===== config.mk =====
export PLATFORM = sky130hd
export DESIGN_NAME = sha256_ctrl
export DESIGN_NICKNAME = d
export VERILOG_FILES = /design/src/rtl/sha256_pkg.sv /design/src/rtl/sha256_ctrl.sv
export SDC_FILE = /design/constraint.sdc
export NUM_CORES = 1
export LEC_CHECK = 0
export ABC_AREA = 1
export CAP_MARGIN = 20
export CORE_AREA = 2 2 39 41
export CTS_CLUSTER_DIAMETER = 60
export DETAILED_ROUTE_END_ITERATION = 7
export DIE_AREA = 0 0 41 43
export PLACE_DENSITY = 0.71
export SYNTH_ARGS = -nofsm -noshare
export SYNTH_HDL_FRONTEND = slang
export SYNTH_SLANG_ARGS = --single-unit

===== constraint.sdc =====
create_clock -name i_clk -period 1.6 [get_ports i_clk]
set_clock_uncertainty 0.2 [all_clocks]
set_input_delay 0.4 -clock i_clk [delete_from_list [all_inputs] [get_ports i_clk]]
set_output_delay 0.4 -clock i_clk [all_outputs]
set_load 0.1 [all_outputs]

===== src/rtl/sha256_pkg.sv =====
// SHA-256 control package: round count, counter width,
// FSM state encoding and the initial hash constants.
package sha256_pkg;

    localparam int ROUNDS = 64;
    localparam int CNT_W  = 8;
    localparam int N_HASH = 8;

    typedef enum logic [2:0] {
        ST_IDLE,
        ST_LOAD,
        ST_ROUND,
        ST_UPDATE,
        ST_DONE
    } state_e;

    // FIPS 180-4 initial hash words, H0 in the lowest slot.
    localparam logic [N_HASH-1:0][31:0] H_INIT = {
        32'h5be0cd19,
        32'h1f83d9ab,
        32'h9b05688c,
        32'h510e527f,
        32'ha54ff53a,
        32'h3c6ef372,
        32'hbb67ae85,
        32'h6a09e667
    };

    function automatic logic [31:0] h_init(
        input logic [2:0] idx
    );
        return H_INIT[idx];
    endfunction

endpackage


===== src/rtl/sha256_ctrl.sv =====
// SHA-256 block controller: sequences load, ROUNDS compression
// rounds, hash update and digest handshake for a datapath.
//
// Ports:
//   i_clk, i_rst        clock, async active-low reset
//   in_valid/in_last    block offered / it is the final block
//   in_ready            block accepted when high with in_valid
//   abort               synchronous clear of the current message
//   clr_i, cnt_i_en, i  external round counter control / readback
//   ld_block, init_hash, ld_work, rnd_en, w_sel, upd_hash
//                       datapath strobes
//   out_valid/out_ready digest handshake
//   busy                any state other than IDLE
module sha256_ctrl #(
    parameter int ROUNDS = sha256_pkg::ROUNDS
) (
    input  logic                         i_clk,
    input  logic                         i_rst,
    input  logic                         in_valid,
    input  logic                         in_last,
    output logic                         in_ready,
    input  logic                         abort,
    output logic                         clr_i,
    output logic                         cnt_i_en,
    input  logic [sha256_pkg::CNT_W-1:0] i,
    output logic                         ld_block,
    output logic                         init_hash,
    output logic                         ld_work,
    output logic                         rnd_en,
    output logic                         w_sel,
    output logic                         upd_hash,
    output logic                         out_valid,
    input  logic                         out_ready,
    output logic                         busy
);

    import sha256_pkg::*;

    localparam logic [CNT_W-1:0] I_LAST   = CNT_W'(ROUNDS - 1);
    localparam logic [CNT_W-1:0] I_DIRECT = CNT_W'(16);

    state_e state;
    logic   first_blk;
    logic   last_blk;
    // Low during reset and for the first edge after release, so
    // every output stays quiet until the controller is running.
    logic   run;
    logic   accept;

    always_ff @(posedge i_clk or negedge i_rst) begin
        if (!i_rst) begin
            state     <= ST_IDLE;
            first_blk <= 1'b1;
            last_blk  <= 1'b0;
            run       <= 1'b0;
        end else begin
            run <= 1'b1;
            if (abort) begin
                state     <= ST_IDLE;
                first_blk <= 1'b1;
            end else begin
                unique case (state)
                    ST_IDLE: begin
                        if (accept) begin
                            state     <= ST_LOAD;
                            last_blk  <= in_last;
                            first_blk <= 1'b0;
                        end
                    end
                    ST_LOAD: begin
                        state <= ST_ROUND;
                    end
                    ST_ROUND: begin
                        // >= also exits on a corrupt counter
                        if (i >= I_LAST) begin
                            state <= ST_UPDATE;
                        end
                    end
                    ST_UPDATE: begin
                        state <= last_blk ? ST_DONE : ST_IDLE;
                    end
                    ST_DONE: begin
                        if (out_ready) begin
                            state     <= ST_IDLE;
                            first_blk <= 1'b1;
                        end
                    end
                    default: begin
                        state <= ST_IDLE;
                    end
                endcase
            end
        end
    end

    always_comb begin
        in_ready  = 1'b0;
        accept    = 1'b0;
        clr_i     = 1'b0;
        cnt_i_en  = 1'b0;
        ld_block  = 1'b0;
        init_hash = 1'b0;
        ld_work   = 1'b0;
        rnd_en    = 1'b0;
        w_sel     = 1'b0;
        upd_hash  = 1'b0;
        out_valid = 1'b0;
        busy      = (state != ST_IDLE);
        if (run) begin
            if (abort) begin
                clr_i = 1'b1;
            end else begin
                unique case (1'b1)
                    (state == ST_IDLE): begin
                        in_ready  = 1'b1;
                        accept    = in_valid;
                        ld_block  = in_valid;
                        clr_i     = in_valid;
                        init_hash = in_valid & first_blk;
                    end
                    (state == ST_LOAD): begin
                        ld_work = 1'b1;
                    end
                    (state == ST_ROUND): begin
                        rnd_en   = 1'b1;
                        cnt_i_en = 1'b1;
                        w_sel    = (i < I_DIRECT);
                    end
                    (state == ST_UPDATE): begin
                        upd_hash = 1'b1;
                        clr_i    = 1'b1;
                    end
                    (state == ST_DONE): begin
                        out_valid = 1'b1;
                    end
                    default: begin
                        in_ready = 1'b0;
                    end
                endcase
            end
        end
    end

endmodule

==> metrics.csv, run 1 <==
stage;metric;value;unit
status;run_status;finished, violations left;
status;violations_in_the_final_reports;setup timing;
synth;ys_async_sr_fraction;100;%
synth;synth_top_area_share;28.2;%
worst_setup_path;critPathMaxFanout;3;
worst_setup_path;worst_setup_path_end_kind;output port;
placement;io_buffer_count;24;
drt;via_count;609;
clock_tree;maximum_number_of_buffers_from_clock_root_to_sink;2;
synth;yosys_warnings;0;
timing;rsz_0062_raised_after_global_routing;true;
layout;layout.filler_cells;85;
grt;grt_pass1_wl;2640;µm
timing;setup_tns;-3560;ps
synth;synth_common_cells;nand2_1 (12), inv_1 (10), nor2_1 (10);
grt;grt.total_usage;21.6;%
timing;final.setup.worst_slack;-379;ps
placement;place.gp.congestion;0.867;
floorplanning;fp.dieH;43;µm
power;vdd_ir_drop_max;571;µV
floorplanning;std_cell_core_area;0.00138;mm²
drt;first_pass_iters;4;
clock_tree;cts-buffers-inserted;3;
grt;antenna_found_initial;0;
synth;synthesis.instances;63;
layout;diodes;0;
synth;postSynthRegisterBits;6;
timing;slew_viol_final;0;
floorplanning;die_area;0.00176;mm²
synth;yosys_top_cell_by_area;dfrtp_1;
layout;area_growth_syn_to_layout;156;%
timing;timing_hold_violations_final;0;
synth;synthDistinctLibCells;20;
clock_tree;worstSkewPairLatency;240;ps
layout;layout.nets;126;
grt;grt_max_degree;7;
worst_setup_path;path_class;reg -> out;
drt;dr.first_iter.drc_count;16;
clock_tree;root_buffer;clkbuf_4;
clock_tree;cts_hold_buffers;0;
grt;grt_pass1_vias;661;
drt;post-route-drc-count;0;
synth;number_of_synthesized_flops_with_an_enable_pin;0;
drt;detail_route.wl_per_cell;12.8;µm
floorplanning;initial_core_utilization;32.0;%
placement;hpwl;1230;µm
floorplanning;num_io_pins;25;
synth;synth.cell_area;443;µm²
run;cap_viol_max_count;0;
timing;final-setup-viol-count;11;
worst_setup_path;type_of_element_launching_the_critical_path;flip-flop;
floorplanning;row_count;14;
grt;overflow;0;
power;power.density;735;mW/mm²
synth;synth.net_count;77;
hold_path;min_path_type;in -> async;
synth;yosys_most_used_dff;dfrtp_1;
power;leakage;0.509;nW
synth;synth_seq_area_share;34.2;%
floorplanning;die-width;41;µm
timing;timing.final.crit_period;1980;ps
drt;wl;1620;µm
timing;fin_crit_sh;124;%
layout;layout-drive-gt1-share;60.4;%
worst_setup_path;arrival;1380;ps
clock_tree;cts_tree;built;
drt;avg_vias_per_cell;4.80;
worst_setup_path;critPathRequiredTime;1000;ps
synth;synth_top_cells_by_area;dfrtp_1 (28%), nand2_1 (10%), inv_1 (8.5%);
synth;yosysMostFrequentCell;nand2_1;
timing;top_achievable_clock_speed;0.505;GHz
clock_tree;cts_num_sinks;6;
timing;finalHoldWorstSlack;185;ps
drt;antenna_violating_nets_post_route;0;
clock_tree;cts_htree_levels;1;
clock_tree;worst_setup_hold_path_clk_slew;50;ps
synth;synth.avg_cell_area;7.03;µm²
[routing by layer]
layer,routed length (µm),vias to the layer above,GRT usage [%]
li1,-,299,-
met1,698,285,27.4
met2,854,23,34.4
met3,62,2,2.09
met4,9,0,11.3
met5,0,-,0
[area by class of cell]
type / count / area (µm²) / share of cell area (%)
well taps: 16 / 20.0 / 1.77
repair buffers: 45 / 520 / 45.9
inverters: 10 / 37.5 / 3.31
clock buffers: 4 / 26.3 / 2.32
flip-flops and latches: 6 / 154 / 13.6
multi-input cells: 46 / 375 / 33.1
[cell usage in the layout (no fill, tap or decap), types with 3 or more instances in the layout]
cell type	count
buf_4	18
clkdlybuf4s15_1	3
inv_2	4
clkdlybuf4s50_1	7
nor2_1	3
nor2_4	9
dfrtp_1	3
o21ai_0	3
inv_1	6
clkbuf_4	3
nand2_1	10
buf_12	12
[metrics by stage]
stage	power [mW]	instance area [µm²]	instances	setup WS [ps]	util (%)
floorplan	0.458	558	63	-730	-
global placement	0.646	1060	120	-593	76.3
detailed placement	0.654	1060	120	-604	76.3
CTS	0.816	1110	126	-405	80.5
global route	0.873	1130	127	-427	81.9
finish	0.833	1130	127	-379	81.9
[state kept, by name, summed over array words and instances, names as in the netlist]
register / count
state: 3
last_blk: 1
run: 1
first_blk: 1
[power by group]
group	switching [mW]	internal (mW)	total, mW	leakage, nW
Sequential	0.0187	0.177	0.196	0.0717
Combinational	0.287	0.205	0.492	0.422
Clock	0.0501	0.0942	0.144	0.0150
[cells by family (layout without fill, tap and decap cells)]
family,count (synthesis),after routing,share of synthesized area [%]
AO/OA/AOI/OAI,8,8,10.2
buffers and inverters,11,59,10.2
AND/OR/NAND/NOR,37,37,44.6
flip-flops,6,6,34.2
other,1,1,0.847
[final timing paths]
path / slack (ps) / from / endpoint / depth (start not counted)
min in group i_clk: 270 / first_blk / first_blk / 2
worst min-delay path: 180 / i_rst / run / 1
worst max-delay path: -380 / state[0] / init_hash / 4
max in group asynchronous: 750 / i_rst / first_blk / 1
worst max register to register: 110 / state[2] / state[0] / 7
worst min register to register: 270 / first_blk / first_blk / 2
[critical path: stages, from the launching register on]
cell	delay, ps
dfrtp_2	440
nor2_4	140
nand3_4	120
nor3b_4	230
buf_12	200
[what timing repair did]
action,4_1_cts,5_1_grt
endpoints found under the hold margin,0,0
gates resized for setup,14,6
pin swaps,8,4
setup buffers,2,2
setup endpoints to repair,12,12
No activity file was read; power rests on OpenSTA's default activity.
==> run 2, diff against run 1 <==
Settings changed: CORE_AREA 2 2 39 41 to unset, CORE_UTILIZATION set to 32, DIE_AREA 0 0 41 43 to unset, GPL_TIMING_DRIVEN set to 0, PLACE_DENSITY 0.71 to 0.72.
Clock period 1.6 ns to 1.7 ns, I/O delays scaled along.
==> run 2 against run 1 <==
The run still ends with setup timing left. Die area is 13% lower. Register-to-register slack better by 30 ps. Sequential share of layout area is 0.21 points lower. Non-clock buffer count is 1 higher. Core utilization is 7.3 points higher. Clock-buffer cell count stayed put. Critical path depth stayed put. Worst setup slack worse by 34 ps. Global-route usage is 2.1 points higher. Combinational power is 0.8% higher.
==> metrics.csv, run 2 (synthesis results as in run 1) <==
stage;metric;value;unit;change
drt;first_pass_iters;4;;unchanged
worst_setup_path;path_class;reg -> out;;unchanged
layout;max_ffs_per_register;3;;unchanged
worst_setup_path;crit_buf_inv;1;;unchanged
floorplanning;die_area;0.00154;mm²;was 0.00176 mm²
placement;place.gp.congestion;0.772;;was 0.867
worst_setup_path;critPathMaxFanout;5;;was 3
worst_setup_path;worst_setup_path_end_kind;output port;;unchanged
drt;avg_vias_per_cell;4.97;;was 4.80
power;power.density;709;mW/mm²;was 735 mW/mm²
layout;diodes;0;;unchanged
grt;grt_max_degree;7;;unchanged
layout;layout.nets;127;;was 126
clock_tree;cts_num_sinks;6;;unchanged
drt;dr.first_iter.drc_count;11;;was 16
floorplanning;num_io_pins;25;;unchanged
layout;layout-drive-gt1-share;61.6;%;was 60.4%
status;violations_in_the_final_reports;setup timing;;unchanged
timing;top_achievable_clock_speed;0.473;GHz;
drt;detail_route.wl_per_cell;14.6;µm;was 12.8 µm
clock_tree;cts_htree_levels;1;;unchanged
timing;timing_hold_violations_final;0;;unchanged
timing;slew_viol_final;0;;unchanged
clock_tree;cts-buffers-inserted;3;;unchanged
grt;grt.total_usage;23.7;%;was 21.6%
worst_setup_path;critPathRequiredTime;1070;ps;was 1000 ps
power;leakage;0.509;nW;about the same
floorplanning;fp.dieH;39.2;µm;was 43 µm
layout;instances_no_fill;127;;unchanged
clock_tree;root_buffer;clkbuf_4;;unchanged
worst_setup_path;critPathMaxStageDelay;460;ps;was 440 ps
timing;setup_tns;-3230;ps;was -3560 ps
drt;antenna_violating_nets_post_route;0;;unchanged
grt;grt_pass1_vias;565;;was 661
status;run_status;finished, violations left;;unchanged
worst_setup_path;critPathSlowestCell;dfrtp_2;;unchanged
floorplanning;initial_core_utilization;34.0;%;was 32.0%
drt;via_count;631;;was 609
layout;most_frequent_cells_in_the_layout;buf_4 (18), buf_12 (11), nand2_1 (9);;was buf_4 (18), buf_12 (12), nand2_1 (10)
run;cap_viol_max_count;0;;unchanged
hold_path;min_path_type;in -> async;;unchanged
grt;antenna_found_initial;0;;unchanged
clock_tree;cts_hold_buffers;0;;unchanged
timing;final-setup-viol-count;11;;unchanged
worst_setup_path;cp_cell_sequence;nor2_4 > nand3_4 > nor3b_4 > buf_12;;unchanged
placement;dp.cells;102;;was 120
layout;registers.top_by_ff_count;state;;unchanged
drt;wl;1850;µm;was 1620 µm
floorplanning;die-width;39.2;µm;was 41 µm
clock_tree;worst_setup_hold_path_clk_slew;50;ps;about the same
placement;io_buffer_count;24;;unchanged
worst_setup_path;type_of_element_launching_the_critical_path;flip-flop;;unchanged
timing;timing.final.crit_period;2110;ps;
timing;fin_crit_sh;124;%;
layout;final_common_cell;buf_4;;unchanged
placement;preCtsSetupSlack;-1610;ps;was -604 ps
worst_setup_path;worst_path_dominant_cell_family;simple AND/OR/NAND/NOR gates;;unchanged
clock_tree;cts_tree;built;;unchanged
grt;overflow;0;;unchanged
clock_tree;maximum_number_of_buffers_from_clock_root_to_sink;2;;unchanged
power;vdd_ir_drop_max;675;µV;was 571 µV
timing;final.setup.worst_slack;-413;ps;was -379 ps
floorplanning;row_count;13;;was 14
floorplanning;std_cell_core_area;0.00130;mm²;was 0.00138 mm²
placement;hpwl;938;µm;was 1230 µm
clock_tree;worstSkewPairLatency;240;ps;about the same
layout;area_growth_syn_to_layout;162;%;was 156%
grt;grt_pass1_wl;2380;µm;was 2640 µm
drt;post-route-drc-count;0;;unchanged
timing;rsz_0062_raised_after_global_routing;true;;unchanged
layout;layout.filler_cells;62;;was 85
worst_setup_path;arrival;1490;ps;was 1380 ps
run 2: changes by cell type in the layout (fill, tap and decap cells not counted), sizes merged:
cell,previous run,this run
buf,32,33
clkbuf,5,4
clkdlybuf4s15,3,4
clkinvlp,0,1
inv,10,9
run 2: worst reg2reg max path, stage by stage, from the launching register on:
cell     delay [ps]
dfrtp_2         450
nor2_4          180
nand3_4         120
buf_4           160
nor2_1          110
o21ai_0         110
nand2_1          90
nor2_2           40
run 2: where the power goes:
group,internal (mW),switching [mW],total [mW]
Clock,0.0887,0.0487,0.137
Sequential,0.167,0.0225,0.189
Combinational,0.216,0.280,0.496
Total,0.472,0.351,0.823
run 2: worst paths after layout:
check / startpoint / endpoint / slack [ps] / cells past startpoint
setup reg to reg: state[0] / state[0] / 140 / 7
setup / recovery: state[1] / init_hash / -410 / 4
min in group i_clk: first_blk / first_blk / 270 / 2
max in group asynchronous: i_rst / first_blk / 820 / 1
hold / removal: i_rst / run / 210 / 1
hold reg to reg: first_blk / first_blk / 270 / 2
run 2: timing repair:
action                     in CTS  in global routing
pin swaps                       8                  8
setup endpoints to repair      13                 11
resized for setup             108                  5
setup buffers                  17                  4
run 2: per-stage QoR:
stage | instance area [µm²] | utilization, % | total power [mW] | hold slack (ps)
floorplan | 599 | - | 0.448 | -70.6
global placement | 858 | 66.0 | 0.532 | 260
detailed placement | 858 | 66.0 | 0.534 | 267
CTS | 1110 | 85.4 | 0.773 | 204
global route | 1160 | 89.2 | 0.866 | 219
finish | 1160 | 89.2 | 0.823 | 210
run 2: routing by layer:
metal	part of all wire, %	vias up	global-route usage (%)
met1	43	316	32.0
met5	0	-	0
met4	0.76	0	12.1
met2	55	10	34.6
met3	1.6	2	5.78
li1	-	303	-
run 2: final cells by class:
type | instances | area, µm² | share of cell area (%)
plain buffers | 1 | 20.0 | 1.72
flip-flops and latches | 6 | 155 | 13.4
well taps | 15 | 18.8 | 1.62
clock buffers | 4 | 26.3 | 2.26
inverters | 10 | 46.3 | 3.99
multi-input cells | 46 | 385 | 33.2
repair buffers | 45 | 509 | 43.9
==> run 3, diff against run 2 <==
--- a/constraint.sdc
+++ b/constraint.sdc
@@ -3,3 +3,3 @@
 set_input_delay 0.425 -clock i_clk [delete_from_list [all_inputs] [get_ports i_clk]]
 set_output_delay 0.425 -clock i_clk [all_outputs]
-set_load 0.1 [all_outputs]
+set_load 0.01 [all_outputs]
==> run 3 against run 2 <==
The run still ends with setup timing left. Via count fell by 4.6%. Final cell count fell by 1.6%. Sequential power barely moved. Design area fell by 18%. Maximum frequency rose by 6.5%. Core utilization fell by 16 points. Global-route usage fell by 3.9 points. Clock power barely moved. Non-clock buffer count fell by 2. Highest routed layer unchanged. Hold slack improved by 1.9 ps. Combinational power fell by 37%.
==> metrics.csv, run 3 (synthesis results as in run 1) <==
stage;metric;value;unit;change
layout;registers.top_by_ff_count;state;;unchanged
layout;max_ffs_per_register;3;;unchanged
floorplanning;initial_core_utilization;34.0;%;unchanged
worst_setup_path;timing.rr.end;state[0];;unchanged
drt;via_count;602;;was 631
clock_tree;worstSkewPairLatency;240;ps;about the same
worst_setup_path;worstSetupStartpoint;state[1];;unchanged
layout;layout.nets;125;;was 127
worst_setup_path;critPathMaxStageDelay;450;ps;was 460 ps
power;leakage;0.467;nW;was 0.509 nW
floorplanning;std_cell_core_area;0.00130;mm²;unchanged
power;internal-power;0.424;mW;was 0.472 mW
timing;fin_crit_sh;117;%;was 124%
floorplanning;die_area;0.00154;mm²;unchanged
grt;overflow;0;;unchanged
hold_path;min_path_type;in -> async;;unchanged
drt;first_pass_iters;4;;unchanged
timing;slew_viol_final;0;;unchanged
worst_setup_path;worst_setup_path_end_kind;output port;;unchanged
layout;area_growth_syn_to_layout;114;%;was 162%
placement;place.gp.congestion;0.772;;about the same
drt;wl;1560;µm;was 1850 µm
power;swShare;33.6;%;was 42.7%
worst_setup_path;arrival;1360;ps;was 1490 ps
layout;post-route-cell-area;948;µm²;was 0.00116 mm²
grt;grt_pass1_vias;485;;was 565
clock_tree;cts_num_sinks;6;;unchanged
clock_tree;cts_htree_levels;1;;unchanged
worst_setup_path;r2r_setup_slack;170;ps;was 140 ps
timing;timing_hold_violations_final;0;;unchanged
layout;final_common_cell;buf_4;;unchanged
layout;final_util;72.9;%;was 89.2%
worst_setup_path;critPathMaxFanout;4;;was 5
clock_tree;cts_hold_buffers;0;;unchanged
clock_tree;cts-buffers-inserted;3;;unchanged
placement;io_buffer_count;24;;unchanged
floorplanning;fp.dieH;39.2;µm;unchanged
timing;timing.final.crit_period;1980;ps;was 2110 ps
timing;rsz_0062_raised_after_global_routing;true;;unchanged
power;power.share.sequential;29.6;%;was 23.0%
timing;top_achievable_clock_speed;0.504;GHz;was 0.473 GHz
run;cap_viol_max_count;0;;unchanged
power;power.density;674;mW/mm²;was 709 mW/mm²
floorplanning;die-width;39.2;µm;unchanged
grt;antenna_found_initial;0;;unchanged
clock_tree;cts_tree;built;;unchanged
worst_setup_path;path_class;reg -> out;;unchanged
drt;detail_route.wl_per_cell;12.5;µm;was 14.6 µm
drt;antenna_violating_nets_post_route;0;;unchanged
worst_setup_path;worstReg2RegStart;state[2];;was state[0]
power;vdd_ir_drop_max;447;µV;was 675 µV
placement;hpwl;868;µm;was 938 µm
layout;most_frequent_cells_in_the_layout;buf_4 (17), nand2_1 (11), buf_2 (8);;was buf_4 (18), buf_12 (11), nand2_1 (9)
grt;grt.total_usage;19.9;%;was 23.7%
power;power.clock.fraction;21.6;%;was 16.7%
placement;placedInstanceArea;708;µm²;was 858 µm²
power;power.net_switching;0.215;mW;was 0.351 mW
drt;dr.first_iter.drc_count;7;;was 11
timing;final-setup-viol-count;11;;unchanged
grt;grt_max_degree;8;;was 7
power;comb_power_share;48.8;%;was 60.3%
layout;diodes;0;;unchanged
floorplanning;num_io_pins;25;;unchanged
layout;layout.filler_cells;101;;was 62
worst_setup_path;critical_path.endpoint;ld_work;;was init_hash
floorplanning;row_count;13;;unchanged
status;violations_in_the_final_reports;setup timing;;unchanged
worst_setup_path;rr_worst_depth;7;;unchanged
layout;layout-drive-gt1-share;55.5;%;was 61.6%
clock_tree;worst_setup_hold_path_clk_slew;50;ps;about the same
drt;avg_vias_per_cell;4.82;;was 4.97
drt;post-route-drc-count;0;;unchanged
timing;final.setup.worst_slack;-283;ps;was -413 ps
worst_setup_path;type_of_element_launching_the_critical_path;flip-flop;;unchanged
worst_setup_path;critPathSlowestCell;dfrtp_2;;unchanged
worst_setup_path;cp_cell_sequence;buf_4 > nor2_4 > nand3_2 > nor2_1 > buf_2;;was nor2_4 > nand3_4 > nor3b_4 > buf_12
clock_tree;root_buffer;clkbuf_4;;unchanged
status;run_status;finished, violations left;;unchanged
clock_tree;maximum_number_of_buffers_from_clock_root_to_sink;2;;unchanged
worst_setup_path;critPathRequiredTime;1070;ps;about the same
timing;setup_tns;-2190;ps;was -3230 ps
grt;grt_pass1_wl;1960;µm;was 2380 µm
## run 3: power groups by stage
stage,logic [mW],clock network [mW],registers [mW]
after floorplan,0.0933,0,0.183
after global placement,0.171,0,0.188
after detailed placement,0.173,0,0.188
after CTS,0.240,0.147,0.186
after global routing,0.334,0.157,0.190
final,0.312,0.138,0.189
## run 3: repair_timing
action | in CTS | in global routing
buffers inserted | 11 | 8
pin swaps | 10 | 7
resized for setup | 72 | 17
setup endpoints to repair | 11 | 11
## run 3: critical path, delay by kind of cell (launching register included)
kind,cells,cell delay (ps)
DFF,1,450
buffers and inverters,2,310
and+or+nand+nor,3,350
## run 3: final cells by class
type | instances | area [µm²] | area share (%)
Sequential cell | 6 | 155 | 16.4
Tap cell | 15 | 18.8 | 1.98
Buffer | 1 | 7.51 | 0.792
Timing Repair Buffer | 43 | 357 | 37.6
Inverter | 10 | 42.5 | 4.49
Multi-Input combinational cell | 46 | 342 | 36.0
Clock buffer | 4 | 26.3 | 2.77
## run 3: worst min path at each step
stage / from / endpoint / slack, ps / depth (start not counted)
4_1_cts: i_rst / run / 210 / 1
5_1_grt: i_rst / run / 220 / 1
6_report: i_rst / run / 210 / 1
3_5_place_dp: first_blk / first_blk / 270 / 2
3_3_place_gp: first_blk / first_blk / 260 / 2
2_1_floorplan: i_rst / last_blk / -70 / 0
## run 3: through the flow
stage	total power [mW]	std cells	hold slack, ps	worst slack (ps)
after floorplan	0.277	63	-70.6	7.75
after global placement	0.359	102	259	-989
after detailed placement	0.360	102	272	-975
after CTS	0.573	117	209	-290
after global routing	0.681	125	217	-342
final	0.639	125	212	-283
## run 3: metal layers
layer  GRT usage [%]  part of all wire [%]
met3            3.47                   1.9
met1            24.2                    43
met4            10.3                  0.64
met2            32.9                    54
met5               0                     0
